## config.mk

```make
export PLATFORM = sky130hd
export DESIGN_NAME = mic_mem_arbiter
export DESIGN_NICKNAME = d
export VERILOG_FILES = /design/src/rtl/mic_mem_arbiter.sv
export SDC_FILE = /design/constraint.sdc
export NUM_CORES = 1
export LEC_CHECK = 0
export ABC_AREA = 1
export ABC_CLOCK_PERIOD_IN_PS = 4400
export CAP_MARGIN = 20
export CORE_AREA = 2 2 122 124
export DETAILED_ROUTE_END_ITERATION = 6
export DIE_AREA = 0 0 124 126
export DONT_BUFFER_PORTS = 1
export PLACE_DENSITY = 0.57
export SKIP_CTS_REPAIR_TIMING = 1
export SLEW_MARGIN = 10
export SYNTH_ARGS = -nofsm -noshare
export SYNTH_HDL_FRONTEND = slang
export SYNTH_SLANG_ARGS = --single-unit
export TNS_END_PERCENT = 10
```

## constraint.sdc

```tcl
create_clock -name CLK -period 4.4 [get_ports CLK]
set_clock_uncertainty 0.15 [all_clocks]
set_input_delay 0.88 -clock CLK [delete_from_list [all_inputs] [get_ports CLK]]
set_output_delay 0.88 -clock CLK [all_outputs]
set_load 0.05 [all_outputs]
```

## src/rtl/mic_mem_arbiter.sv

```systemverilog
// mic_mem_arbiter
//   Two-requester arbiter sharing the single DRAM/MMU port between the CPU
//   data path (port C) and the VirtIO micro controller (port M). One access
//   at a time goes downstream. Each requester gets its own stall and
//   read-data register.
//
//   Request encoding: 2'd0 code, 2'd1 write, 2'd2 read, 2'd3 none.
//
//   Ports:
//     CLK, RST_X                      clock, synchronous active-low reset
//     cpu_req/addr/wdata/ctrl         CPU request fields (2'd3 = idle)
//     cpu_stall, cpu_rdata            CPU hold indication and read data
//     mic_req/addr/wdata/ctrl         micro controller request fields
//     mic_stall, mic_rdata            micro controller hold and read data
//     mem_req/addr/wdata/ctrl         registered downstream request
//     mem_ack, mem_rdata              downstream completion pulse and data
//     owner                           current grant (0 = CPU, 1 = mic)
//     err                             sticky timeout flag
//
//   Build option: define ARB_TIMEOUT_EN to enable the BUSY watchdog.
//   It aborts an access after TIMEOUT (1..255) cycles without mem_ack.
//   Without the macro, BUSY waits indefinitely and err is tied low.
module mic_mem_arbiter #(
  parameter int ADDR_W  = 32,
  parameter int TIMEOUT = 255
) (
  input  logic              CLK,
  input  logic              RST_X,
  input  logic [1:0]        cpu_req,
  input  logic [ADDR_W-1:0] cpu_addr,
  input  logic [31:0]       cpu_wdata,
  input  logic [2:0]        cpu_ctrl,
  output logic              cpu_stall,
  output logic [31:0]       cpu_rdata,
  input  logic [1:0]        mic_req,
  input  logic [ADDR_W-1:0] mic_addr,
  input  logic [31:0]       mic_wdata,
  input  logic [2:0]        mic_ctrl,
  output logic              mic_stall,
  output logic [31:0]       mic_rdata,
  output logic [1:0]        mem_req,
  output logic [ADDR_W-1:0] mem_addr,
  output logic [31:0]       mem_wdata,
  output logic [2:0]        mem_ctrl,
  input  logic              mem_ack,
  input  logic [31:0]       mem_rdata,
  output logic              owner,
  output logic              err
);

  localparam logic [1:0] REQ_WRITE = 2'd1;
  localparam logic [1:0] REQ_NONE  = 2'd3;

  typedef enum logic [1:0] {
    ST_IDLE = 2'd0,
    ST_BUSY = 2'd1,
    ST_DONE = 2'd2
  } state_t;

  state_t            state_r;
  logic              owner_r;
  logic              last_r;       // port granted most recently
  logic [1:0]        mem_req_r;
  logic [ADDR_W-1:0] mem_addr_r;
  logic [31:0]       mem_wdata_r;
  logic [2:0]        mem_ctrl_r;
  logic [31:0]       cpu_rdata_r;
  logic [31:0]       mic_rdata_r;

  logic              cpu_act_s;
  logic              mic_act_s;
  logic              grant_mic_s;
  logic [1:0]        sel_req_s;
  logic [ADDR_W-1:0] sel_addr_s;
  logic [31:0]       sel_wdata_s;
  logic [2:0]        sel_ctrl_s;

`ifdef ARB_TIMEOUT_EN
  // Count value seen on the TIMEOUT-th BUSY cycle without an ack.
  localparam logic [7:0] TMO_LAST = 8'(TIMEOUT - 1);
  logic [7:0] tmo_cnt_r;
  logic       err_r;
`endif

  // A request code other than "none" asks for an access.
  function automatic logic is_active(input logic [1:0] req);
    return (req != REQ_NONE);
  endfunction

  // Code fetches and reads return data; writes do not.
  function automatic logic returns_data(input logic [1:0] req);
    return (req != REQ_WRITE) && (req != REQ_NONE);
  endfunction

  // Arbitration: a lone requester wins outright. When both request, the
  // port that was not granted last time wins.
  always_comb begin
    cpu_act_s   = is_active(cpu_req);
    mic_act_s   = is_active(mic_req);
    grant_mic_s = 1'b0;
    if (cpu_act_s && mic_act_s) begin
      grant_mic_s = ~last_r;
    end else begin
      grant_mic_s = mic_act_s;
    end
  end

  // Route the winner's request fields toward the mem_* registers.
  always_comb begin
    sel_req_s   = cpu_req;
    sel_addr_s  = cpu_addr;
    sel_wdata_s = cpu_wdata;
    sel_ctrl_s  = cpu_ctrl;
    if (grant_mic_s) begin
      sel_req_s   = mic_req;
      sel_addr_s  = mic_addr;
      sel_wdata_s = mic_wdata;
      sel_ctrl_s  = mic_ctrl;
    end else begin
      sel_req_s   = cpu_req;
      sel_addr_s  = cpu_addr;
      sel_wdata_s = cpu_wdata;
      sel_ctrl_s  = cpu_ctrl;
    end
  end

  // Arbiter FSM plus the downstream request and read-data registers.
  always_ff @(posedge CLK) begin
    if (!RST_X) begin
      state_r     <= ST_IDLE;
      owner_r     <= 1'b0;
      last_r      <= 1'b1;   // makes the CPU win the first contested grant
      mem_req_r   <= REQ_NONE;
      mem_addr_r  <= '0;
      mem_wdata_r <= 32'h0000_0000;
      mem_ctrl_r  <= 3'd3;
      cpu_rdata_r <= 32'h0000_0000;
      mic_rdata_r <= 32'h0000_0000;
`ifdef ARB_TIMEOUT_EN
      tmo_cnt_r   <= 8'd0;
      err_r       <= 1'b0;
`endif
    end else begin
      case (state_r)
        ST_IDLE: begin
          if (cpu_act_s || mic_act_s) begin
            mem_req_r   <= sel_req_s;
            mem_addr_r  <= sel_addr_s;
            mem_wdata_r <= sel_wdata_s;
            mem_ctrl_r  <= sel_ctrl_s;
            owner_r     <= grant_mic_s;
            last_r      <= grant_mic_s;
            state_r     <= ST_BUSY;
`ifdef ARB_TIMEOUT_EN
            tmo_cnt_r   <= 8'd0;
`endif
          end else begin
            state_r <= ST_IDLE;
          end
        end
        ST_BUSY: begin
          // An ack wins over a watchdog expiry in the same cycle.
          if (mem_ack) begin
            if (returns_data(mem_req_r)) begin
              if (owner_r) begin
                mic_rdata_r <= mem_rdata;
              end else begin
                cpu_rdata_r <= mem_rdata;
              end
            end else begin
              state_r <= ST_DONE;
            end
            mem_req_r <= REQ_NONE;
            state_r   <= ST_DONE;
          end
`ifdef ARB_TIMEOUT_EN
          else if (tmo_cnt_r == TMO_LAST) begin
            if (returns_data(mem_req_r)) begin
              if (owner_r) begin
                mic_rdata_r <= 32'hDEAD_BEEF;
              end else begin
                cpu_rdata_r <= 32'hDEAD_BEEF;
              end
            end else begin
              state_r <= ST_DONE;
            end
            err_r     <= 1'b1;
            mem_req_r <= REQ_NONE;
            state_r   <= ST_DONE;
          end else begin
            tmo_cnt_r <= tmo_cnt_r + 8'd1;
          end
`else
          else begin
            state_r <= ST_BUSY;
          end
`endif
        end
        ST_DONE: begin
          // Completion cycle: the owner's stall is released, no new grant.
          state_r <= ST_IDLE;
        end
        default: begin
          state_r   <= ST_IDLE;
          mem_req_r <= REQ_NONE;
        end
      endcase
    end
  end

  // Stall is combinational so the owner is released in the DONE cycle.
  assign cpu_stall = cpu_act_s && !((state_r == ST_DONE) && !owner_r);
  assign mic_stall = mic_act_s && !((state_r == ST_DONE) && owner_r);

  assign cpu_rdata = cpu_rdata_r;
  assign mic_rdata = mic_rdata_r;
  assign mem_req   = mem_req_r;
  assign mem_addr  = mem_addr_r;
  assign mem_wdata = mem_wdata_r;
  assign mem_ctrl  = mem_ctrl_r;
  assign owner     = owner_r;

`ifdef ARB_TIMEOUT_EN
  assign err = err_r;
`else
  assign err = 1'b0;
`endif

endmodule

```

Yosys cells after proc, flatten, opt, wreduce, memory -nomap -nowiden
Cells that the tools add are included.
- bits in registers: 137
- word-level logic and storage cells: 46
- eq/ne operators: 8
- muxes and demuxes: 11
- bitwise gates (word level): 3
- reduce and logical (&&, ||, !) cells: 15
- operators with widths (operator ; count):
    32-bit 2-to-1 mux ; 2
    2-bit != test (second input constant) ; 5
    2-bit 2-to-1 mux ; 4
    4-bit AND reduction ; 2
    1-bit logical AND ; 6
    2-bit case mux with 3 select lines ; 1
    2-bit case mux with 2 select lines ; 1
    1-bit zero test ; 3
    3-bit 2-to-1 mux ; 1
    1-bit NOT ; 3
    3-bit AND reduction ; 1
    2-bit by 1-bit equality test with 1-bit output (second input constant) ; 1
    2-bit equality test (second input constant) ; 1
    2-bit zero test ; 1
    1-bit 2-to-1 mux ; 2
    2-bit by 1-bit != test with 1-bit output (second input constant) ; 1
    2-bit AND reduction ; 1
    1-bit logical OR ; 1

Depth between registers and ports, before layout
Gate-level depths: netlist of the first run.
- depth after elaboration: 6
- depth in mapped cells: 8
- gate-level depth less buffers: 7

Least setup slack after synthesis of the first run
OpenSTA, ideal clock, no wires.
- kind: input -> output
- start point: input port mic_req[0]
- end point: output port mic_stall
- arrival time: 1.414 ns
- required time: 3.370 ns
- setup slack: 1.956 ns
- stages: 3
- path through: nand2_1 nand2_1 inv_1
- longest elaborated chain between the ends: 2
- RTL lines (what ; RTL line ; source):
    from (decl) ; 35 ; input logic [1:0] mic_req,
    2-bit != test ; 87 ; return (req != REQ_NONE);
    1-bit logical AND ; 213 ; assign mic_stall = mic_act_s && !((state_r == ST_DONE) && owner_r);
    to (decl) ; 39 ; output logic mic_stall,
No other way between the ends.

Worst setup path in the final report of the first run
- start point: register owner_r, in the netlist owner
- end point: output port cpu_stall
- longest elaborated chain between the ends: 4
- RTL lines (what ; RTL line ; source):
    from (decl) ; 61 ; logic owner_r;
    from (signal assigned) ; 151 ; owner_r <= grant_mic_s;
    1-bit zero test ; 212 ; assign cpu_stall = cpu_act_s && !((state_r == ST_DONE) && !owner_r);
    1-bit logical AND ; 212 ;
    1-bit zero test ; 212 ;
    1-bit logical AND ; 212 ;
    to (decl) ; 33 ; output logic cpu_stall,
No other way between the ends.

==> summary.txt, run 1 <==
Outcome
  – Status: finished clean

Floorplanning
  – Cell Rows: 44
  – Core area: about 14000 µm²
  – Die width: 124 µm
  – Starting Density: 0.415
  – Io pins: 310
  – Die Span Y: around 130 µm
  – Die ar.: about 16000 µm²

Timing
  – Final setup margin: 1.70 ns
  – Final setup violation count: 0
  – Max Clk Rate: roughly 370 MHz
  – Final TNS setup: 0 ns
  – Slew Limit Fails: 0
  – WHS: 0.334 ns
  – RSZ-0062 raised after global routing: no
  – Worst slew margin: 0.352
  – Endpoints failing hold: 0
  – Worst slew pin tran: between 0.9 and 1 ns
  – Post-layout min period: 2.70 ns
  – Period utilization: 0.614

Drt
  – Antenna-violating nets left: 0
  – Met3 wire len: about 1.9 mm
  – Max Used Layer: met4
  – Detailed Routing Iterations Pass 1: 4
  – DR WL/cell: ~14 µm
  – Vias: around 5000
  – Wire length on met2: just over 7 mm
  – Initial DRC Count: roughly 260
  – Total Wirelength: about 15 mm
  – Metal-1 WL: approximately 5.9 mm
  – DRC: 0
  – Post-DR vias/cell: approximately 4.8

Logic synthesis
  – Yosys top cell by area: dfxtp_1
  – Synthesis Warnings: 0
  – Mapped Cells: 902
  – Top-count cell post-synth: nor2_1
  – Synth area leaders: dfxtp_1, nor2_1, o21ai_0
  – Post-Synthesis Cell Area: slightly below 6000 µm²
  – Yosys top cell area share: 0.461
  – Post-Synthesis Mean Instance Area: about 6.6 µm²
  – Flops & latches, synth: approximately 140
  – EDFF count, synth: 0
  – Commonest cells in the netlist: nor2_1, nand2_1, dfxtp_1, o21ai_0, inv_1
  – Async set or reset register ratio after synthesis: 0
  – Syn nets: between 1000 and 1500
  – Post-synthesis cell type count: 21
  – Sequential share of the synthesized area: 0.461
  – Most used DFF post-synth: dfxtp_1

GRT
  – Largest net degree at the start of global routing: ~130
  – First-pass GRT wire length: 24.0 mm
  – Grt total ovfl: 0
  – Vias in the first global route: between 4000 and 5000
  – Initial antenna violation count: 0
  – Total GRT Usage: 0.197

Pwr
  – Total power: 3.52 mW
  – Peak VDD IR: ~240 µV
  – Cell Pwr Density: about 540 nW/µm²
  – Leakage: 3.17 nW

Place
  – Area post-placement: between 5000 and 6000 µm²
  – Port Buffers: 0
  – Placed insts: between 1000 and 1500
  – Pre-CTS setup slack: around 1.6 ns
  – Dpl hpwl: 10.5 mm
  – GP Congestion: between 0.8 and 0.9

Clocking
  – Clock Tree Buf Depth: 2
  – CTS H-Tree Depth: 4
  – CTS tree: built
  – Clk Latency, worst-skew pair: ~0.41 ns
  – Number of buffers created by CTS: 17
  – Clock Pin Slew Worst Setup and Hold Paths: around 0.060 ns
  – Clock sinks: ~140
  – CTS Root Cell: clkbuf_16

Flow run
  – # Max-Cap Violations: 0

Finish
  – Multi-input logic area: 2600 µm²
  – ANT cells: 0
  – FILL cells: about 1500
  – Share of cells above drive strength 1: 0.0520
  – Layout Cells excl Fill: 1069
  – Final nets: approximately 1000
  – Design area: 6540 µm²
  – Finished Core Util: 0.457
  – Layout area overhead: 10.1%
  – FF+latch area: ~2700 µm²

Setup path
  – CP Capture Type: primary output
  – Critical Path RT: between 3 and 4 ns
  – Crit start category: register
  – Critical-path maximum fanout: 6
  – WS Path Type: register to primary output
  – WP data arrival: roughly 1.7 ns

Hold path
  – HP Class: register to register
==> cell type report <==
cell class / count / area share
Clock inverter: 14 / 0.0226
Sequential cell: 137 / 0.419
Tap cell: 184 / 0.0352
Multi-Input combinational cell: 631 / 0.397
Clock buffer: 18 / 0.0656
Timing Repair Buffer: 6 / 0.0149
Inverter: 79 / 0.0453
==> metal layers <==
layer / global-route usage / vias to the layer above
met3: 0.0960 / 26
met2: 0.331 / 210
met4: 0.0806 / 0
met5: 0 / -
met1: 0.211 / 2155
li1: - / 2695
==> power by group <==
part	internal, mW	switching (mW)	total, mW
logic	0.130	0.241	0.371
clock network	0.835	0.549	1.38
registers	1.34	0.417	1.76
==> critical path, stage by stage (launching register included) <==
cell	delay [ns]
dfxtp_1	0.73
o31ai_1	0.17
inv_1	0.35
==> state kept, by name (all words and copies together) (netlist names) <==
register / count
mem_req: 2
state_r: 2
mem_ctrl: 3
cpu_rdata: 32
mic_rdata: 32
owner: 1
mem_addr: 32
last_r: 1
mem_wdata: 32
==> worst paths after layout <==
| path | from | to | slack, ns | cells after the start |
|---|---|---|---|---|
| max | owner | cpu_stall | 1.70 | 2 |
| min | last_r | last_r | 0.33 | 2 |
| max reg2reg | mem_req[0] | cpu_rdata[25] | 1.87 | 6 |
| min reg2reg | last_r | last_r | 0.33 | 2 |
==> cells in the final DEF (no fill, tap or decap), types with 2 or more instances in the layout <==
cell	n
buf_4	3
clkinv_2	3
nand2_1	150
dfxtp_1	137
nor2_1	325
clkinvlp_4	5
nor2_4	2
bufinv_16	2
o21ai_1	18
inv_6	3
nand3_1	10
inv_2	3
buf_16	2
inv_1	76
a21oi_1	4
o211ai_1	2
clkbuf_16	17
o21ai_0	113
==> logic make-up after synthesis <==
group | after synthesis | share of synthesized area
other cells | 1 | 0.000631
compound gates | 138 | 0.117
flops | 137 | 0.461
buf+inv | 134 | 0.102
simple gates | 492 | 0.318
No activity file was read; power rests on OpenSTA's default activity.
==> run 2, diff against run 1 <==
- ABC_CLOCK_PERIOD_IN_PS: 4400 -> 2700
- clock period: 4.4 -> 2.7 ns (I/O delays scaled with it)
==> run 2 against run 1 <==
Compared with the run above:
- cell area fell by 0.48%
- first-iteration DRC count decreased by 1.9%
- power grew 61%
- critical path depth is 2 higher
- combinational power grew 66%
- die area did not move
- critical path type unchanged
- critical endpoint is now mic_stall
- largest cell class unchanged
==> summary.txt, run 2 (synthesized netlist as in run 1, its figures left out) <==
Hold path
  – Hold Path Cell Cnt: 2 (unchanged)
  – HP Class: input port to register
  – Hold Path Origin: mem_rdata[30]
  – Hold endpoint: mic_rdata[30]

Floorplanning
  – Die ar.: 15600 µm² (unchanged)
  – Die Span Y: 126 µm (unchanged)
  – Die width: 124 µm (unchanged)
  – Core area: 14300 µm² (unchanged)
  – Starting Density: 0.415 (unchanged)
  – Io pins: 310 (unchanged)
  – Cell Rows: 44 (unchanged)

Setup path
  – Reg-to-Reg End: cpu_rdata[8]
  – Crit start category: register
  – Reg2Reg Launch Point: mem_req[0]
  – WS Path Type: register to primary output
  – CP Capture Type: primary output
  – WP data arrival: 1.45 ns (-0.22 ns)
  – Worst R2R Path Depth: 6 (unchanged)
  – Reg-to-reg slack, setup: 0.67 ns (-1.20 ns)
  – Critical-path maximum fanout: 6 (unchanged)
  – Critical Path RT: 2.01 ns (-1.36 ns)

GRT
  – Total GRT Usage: 0.197 (-0.000769)
  – Initial antenna violation count: 0 (unchanged)
  – Largest net degree at the start of global routing: 134 (unchanged)
  – First-pass GRT wire length: 24.0 mm (-0.14%)
  – Vias in the first global route: 4753 (-0.46%)
  – Grt total ovfl: 0 (unchanged)

Timing
  – Worst slew pin tran: 0.951 ns (-0.0189 ns)
  – Worst slew margin: 0.365 (+0.0126)
  – Period utilization: 0.794
  – Slew Limit Fails: 0 (unchanged)
  – Final TNS setup: 0 ns (unchanged)
  – Endpoints failing hold: 0 (unchanged)
  – Max Clk Rate: 467 MHz
  – Final setup violation count: 0 (unchanged)
  – Final setup margin: 0.557 ns (-1.14 ns)
  – WHS: 0.101 ns (-0.232 ns)
  – RSZ-0062 raised after global routing: no
  – Post-layout min period: ~2.1 ns

Finish
  – Finished Core Util: 0.455 (-0.00218)
  – Layout area overhead: 9.53%
  – Share of cells above drive strength 1: 0.0530 (+0.00107)
  – Design area: 6510 µm² (-0.48%)
  – Commonest non-fill, non-tap cell in the layout: nor2_1
  – Commonest non-fill, non-tap cells in the layout: nor2_1, nand2_1, dfxtp_1, o21ai_0, inv_1
  – ANT cells: 0 (unchanged)
  – FILL cells: 1476 (-1.2%)
  – Layout Cells excl Fill: 1070 (+0.094%)
  – Final nets: 1046 (+0.096%)

Clocking
  – CTS H-Tree Depth: 4 (unchanged)
  – CTS tree: built
  – Clock sinks: 137 (unchanged)
  – CTS Root Cell: clkbuf_16
  – Number of buffers created by CTS: 17 (unchanged)
  – Clock Pin Slew Worst Setup and Hold Paths: 0.06 ns (about the same)
  – Clock Tree Buf Depth: 2 (unchanged)
  – Clk Latency, worst-skew pair: 0.42 ns (about the same)

Drt
  – Total Wirelength: 15.5 mm (+0.75%)
  – Antenna-violating nets left: 0 (unchanged)
  – Detailed Routing Iterations Pass 1: 4 (unchanged)
  – Post-DR vias/cell: 4.79 (+0.67%)
  – Initial DRC Count: 256 (-1.9%)
  – Vias: 5125 (+0.77%)
  – DRC: 0 (unchanged)
  – DR WL/cell: 14.5 µm (+0.66%)

Place
  – Placed insts: 1038 (+0.29%)
  – Pre-CTS setup slack: 0.617 ns (-0.938 ns)
  – Dpl hpwl: 10.6 mm (+0.87%)
  – Port Buffers: 0 (unchanged)
  – GP Congestion: 0.774 (-4.1%)
  – Area post-placement: 5960 µm² (+0.80%)

Pwr
  – Sequential share of power: 0.506 (+0.005)
  – Peak VDD IR: 416 µV (+75%)
  – P_int: 3.67 mW (+59%)
  – Comb pwr share: 0.109 (+0.003)
  – Clock power share: 0.385 (-0.009)
  – Leakage: 3.16 nW (-0.29%)
  – Total power: 5.65 mW (+61%)
  – Sw Pwr: 1.98 mW (+64%)
  – Cell Pwr Density: 868 nW/µm² (+62%)
  – Net Sw Frac: 0.351 (+0.00732)

Flow run
  – # Max-Cap Violations: 0 (unchanged)

Outcome
  – Status: finished clean
[run 2: cell type report]
type,instances,area [µm²],share of cell area
Inverter,79,297,0.0455
Clock buffer,18,429,0.0659
Tap cell,184,230,0.0354
Sequential cell,137,2740,0.421
Clock inverter,14,124,0.0190
Timing Repair Buffer,7,90.1,0.0138
Multi-Input combinational cell,631,2600,0.399
[run 2: critical path, cell delays in order, from the launching register on]
cell     delay (ns)
dfxtp_1        0.47
inv_1          0.09
nand3_1        0.07
nand2_1        0.06
inv_1          0.33
[run 2: how the worst max path moves through the flow]
stage / depth (start not counted) / start / end / slack [ns]
floorplan: 2 / owner / cpu_stall / 0.85
global placement: 7 / cpu_req[0] / mem_wdata[1] / 0.66
detailed placement: 8 / cpu_req[0] / mem_wdata[22] / 0.62
CTS: 4 / state_r[0] / mic_stall / 0.53
global route: 6 / mem_req[0] / cpu_rdata[8] / 0.44
finish: 4 / state_r[0] / mic_stall / 0.56
[run 2: power by group through the flow]
| stage | Sequential, mW | Combinational [mW] | Clock, mW |
|---|---|---|---|
| floorplan | 2.86 | 0.567 | 0 |
| global placement | 2.91 | 0.613 | 0 |
| CTS | 2.86 | 0.624 | 2.24 |
| detailed placement | 2.90 | 0.623 | 0 |
| global route | 2.88 | 0.731 | 2.32 |
| finish | 2.86 | 0.616 | 2.18 |
[run 2: per-layer routing]
layer  track usage  vias to the layer above  part of all wire
met3        0.0933                       32              0.12
li1              -                     2698                 -
met1         0.217                     2167              0.39
met2         0.318                      228              0.46
met5             0                        -                 0
met4        0.0919                        0             0.027
==> run 3, diff against run 2 <==
- ABC_CLOCK_PERIOD_IN_PS: 2700 -> 2100
- clock period: 2.7 -> 2.1 ns (I/O delays scaled with it)
==> run 3 against run 2 <==
Compared with the run above:
- worst setup slack worse by 0.45 ns
- critical path type unchanged
- largest power group unchanged
- register-to-register slack worse by 0.22 ns
- core utilization up 2.1 points
- sequential power is 28% higher
- cell area is 4.6% higher
- critical endpoint unchanged
- power is 34% higher
==> summary.txt, run 3 (synthesized netlist as in run 1, its figures left out) <==
Outcome
  – Status: finished clean

Pwr
  – Sw Pwr: 2.50 mW (+26%)
  – Comb pwr share: 0.114 (+0.005)
  – P_int: 5.08 mW (+38%)
  – Clock power share: 0.402 (+0.017)
  – Sequential share of power: 0.484 (-0.022)
  – Total power: 7.57 mW (+34%)
  – Net Sw Frac: 0.330 (-0.0214)
  – Peak VDD IR: 475 µV (+14%)
  – Cell Pwr Density: 1110 nW/µm² (+28%)
  – Leakage: 3.31 nW (+4.6%)

Timing
  – Endpoints failing hold: 0 (unchanged)
  – Final TNS setup: 0 ns (unchanged)
  – Final setup margin: 0.108 ns (-0.449 ns)
  – Slew Limit Fails: 0 (unchanged)
  – RSZ-0062 raised after global routing: no
  – Post-layout min period: approximately 2.0 ns
  – WHS: 0.00228 ns (-0.0991 ns)
  – Final setup violation count: 0 (unchanged)
  – Worst slew pin tran: 0.580 ns (-0.371 ns)
  – Period utilization: 0.948
  – Max Clk Rate: ~500 MHz
  – Worst slew margin: 0.613 (+0.248)

Setup path
  – WP data arrival: 1.42 ns (-0.03 ns)
  – Reg-to-Reg End: cpu_rdata[31]
  – Critical Path Source: state_r[0]
  – Critical-path maximum fanout: 6 (unchanged)
  – Worst R2R Path Depth: 7 (+1)
  – Crit start category: register
  – CP Capture Type: primary output
  – WS Path Type: register to primary output
  – Reg-to-reg slack, setup: 0.45 ns (-0.22 ns)
  – Critical Path RT: 1.53 ns (-0.48 ns)
  – Reg2Reg Launch Point: state_r[0]

Drt
  – DRC: 0 (unchanged)
  – Metal-1 WL: 6.19 mm (+3.5%)
  – DR WL/cell: 14.6 µm (+0.71%)
  – Detailed Routing Iterations Pass 1: 4 (unchanged)
  – Initial DRC Count: 217 (-15%)
  – Wire length on met2: 7.62 mm (+6.2%)
  – Max Used Layer: met4
  – Antenna-violating nets left: 0 (unchanged)
  – Total Wirelength: 16.0 mm (+2.9%)
  – Met3 wire len: 1.82 mm (-5.6%)
  – Post-DR vias/cell: 4.77 (-0.39%)
  – Vias: 5215 (+1.8%)

Finish
  – Final nets: 1069 (+2.2%)
  – Finished Core Util: 0.476 (+0.0208)
  – Commonest non-fill, non-tap cells in the layout: nor2_1, nand2_1, dfxtp_1, o21ai_0, inv_1
  – Layout Cells excl Fill: 1093 (+2.1%)
  – Design area: 6810 µm² (+4.6%)
  – ANT cells: 0 (unchanged)
  – Share of cells above drive strength 1: 0.0594 (+0.00636)
  – Commonest non-fill, non-tap cell in the layout: nor2_1
  – Layout area overhead: 14.5%

Clocking
  – Clock sinks: 137 (unchanged)
  – Clk Latency, worst-skew pair: 0.40 ns (-0.02 ns)
  – Number of buffers created by CTS: 17 (unchanged)
  – CTS H-Tree Depth: 4 (unchanged)
  – Clock Pin Slew Worst Setup and Hold Paths: 0.06 ns (about the same)
  – CTS Root Cell: clkbuf_16
  – CTS tree: built
  – Clock Tree Buf Depth: 2 (unchanged)

Place
  – Port Buffers: 0 (unchanged)
  – Area post-placement: 6060 µm² (+1.8%)
  – GP Congestion: 0.768 (-0.76%)
  – Pre-CTS setup slack: 0.334 ns (-0.282 ns)
  – Placed insts: 1047 (+0.87%)
  – Dpl hpwl: 11.0 mm (+3.9%)

GRT
  – First-pass GRT wire length: 23.6 mm (-1.5%)
  – Largest net degree at the start of global routing: 134 (unchanged)
  – Grt total ovfl: 0 (unchanged)
  – Total GRT Usage: 0.195 (-0.00180)
  – Vias in the first global route: 4709 (-0.93%)
  – Initial antenna violation count: 0 (unchanged)

Flow run
  – # Max-Cap Violations: 0 (unchanged)

Hold path
  – Hold Path Cell Cnt: 2 (unchanged)
  – Hold Path Origin: mem_rdata[29]
  – HP Class: input port to register
  – Hold endpoint: mic_rdata[29]

Floorplanning
  – Die Span Y: 126 µm (unchanged)
  – Die ar.: 15600 µm² (unchanged)
  – Die width: 124 µm (unchanged)
  – Io pins: 310 (unchanged)
  – Core area: 14300 µm² (unchanged)
  – Cell Rows: 44 (unchanged)
  – Starting Density: 0.415 (unchanged)
-- run 3: cell types whose count changed in the layout (fill, tap and decap cells not counted), moves of 2 or more --
cell           before  now
clkinv_2            4    2
buf_4               4   10
bufinv_16           1    3
buf_12              3    6
clkbuf_8            0    2
clkbuf_1            1    3
dlygate4sd3_1       0   14
clkinvlp_4          4    2
-- run 3: layer usage --
metal,vias up,GRT usage
met5,-,0
met4,0,0.0806
met3,22,0.101
met2,212,0.324
met1,2230,0.206
li1,2751,-
-- run 3: area by class of cell --
type / count / area, µm²
clock buffers: 22 / 464
clock inverters: 10 / 141
flip-flops and latches: 137 / 2740
repair buffers: 30 / 335
well taps: 184 / 230
inverters: 79 / 297
fillers: 1505 / 7500
multi-input cells: 631 / 2600
-- run 3: how the worst max path moves through the flow --
stage	end	slack [ns]	cells after the start
after global placement	mem_wdata[18]	0.35	7
after floorplan	cpu_stall	0.37	2
final	mic_stall	0.11	4
after detailed placement	mem_addr[10]	0.33	7
after global routing	mic_stall	0.02	4
after CTS	mic_stall	0.08	4
-- run 3: power groups by stage --
stage	Clock (mW)	Combinational (mW)	Sequential [mW]
floorplan	0	0.729	3.67
global placement	0	0.833	3.73
detailed placement	0	0.842	3.73
CTS	3.13	0.845	3.67
global route	3.22	1.01	3.70
finish	3.04	0.860	3.67
-- run 3: worst max-delay path: stages (launching register included) --
cell and delay (ns):
dfxtp_1 0.47, inv_1 0.09, nand3_1 0.08, nand2_1 0.05, inv_1 0.33
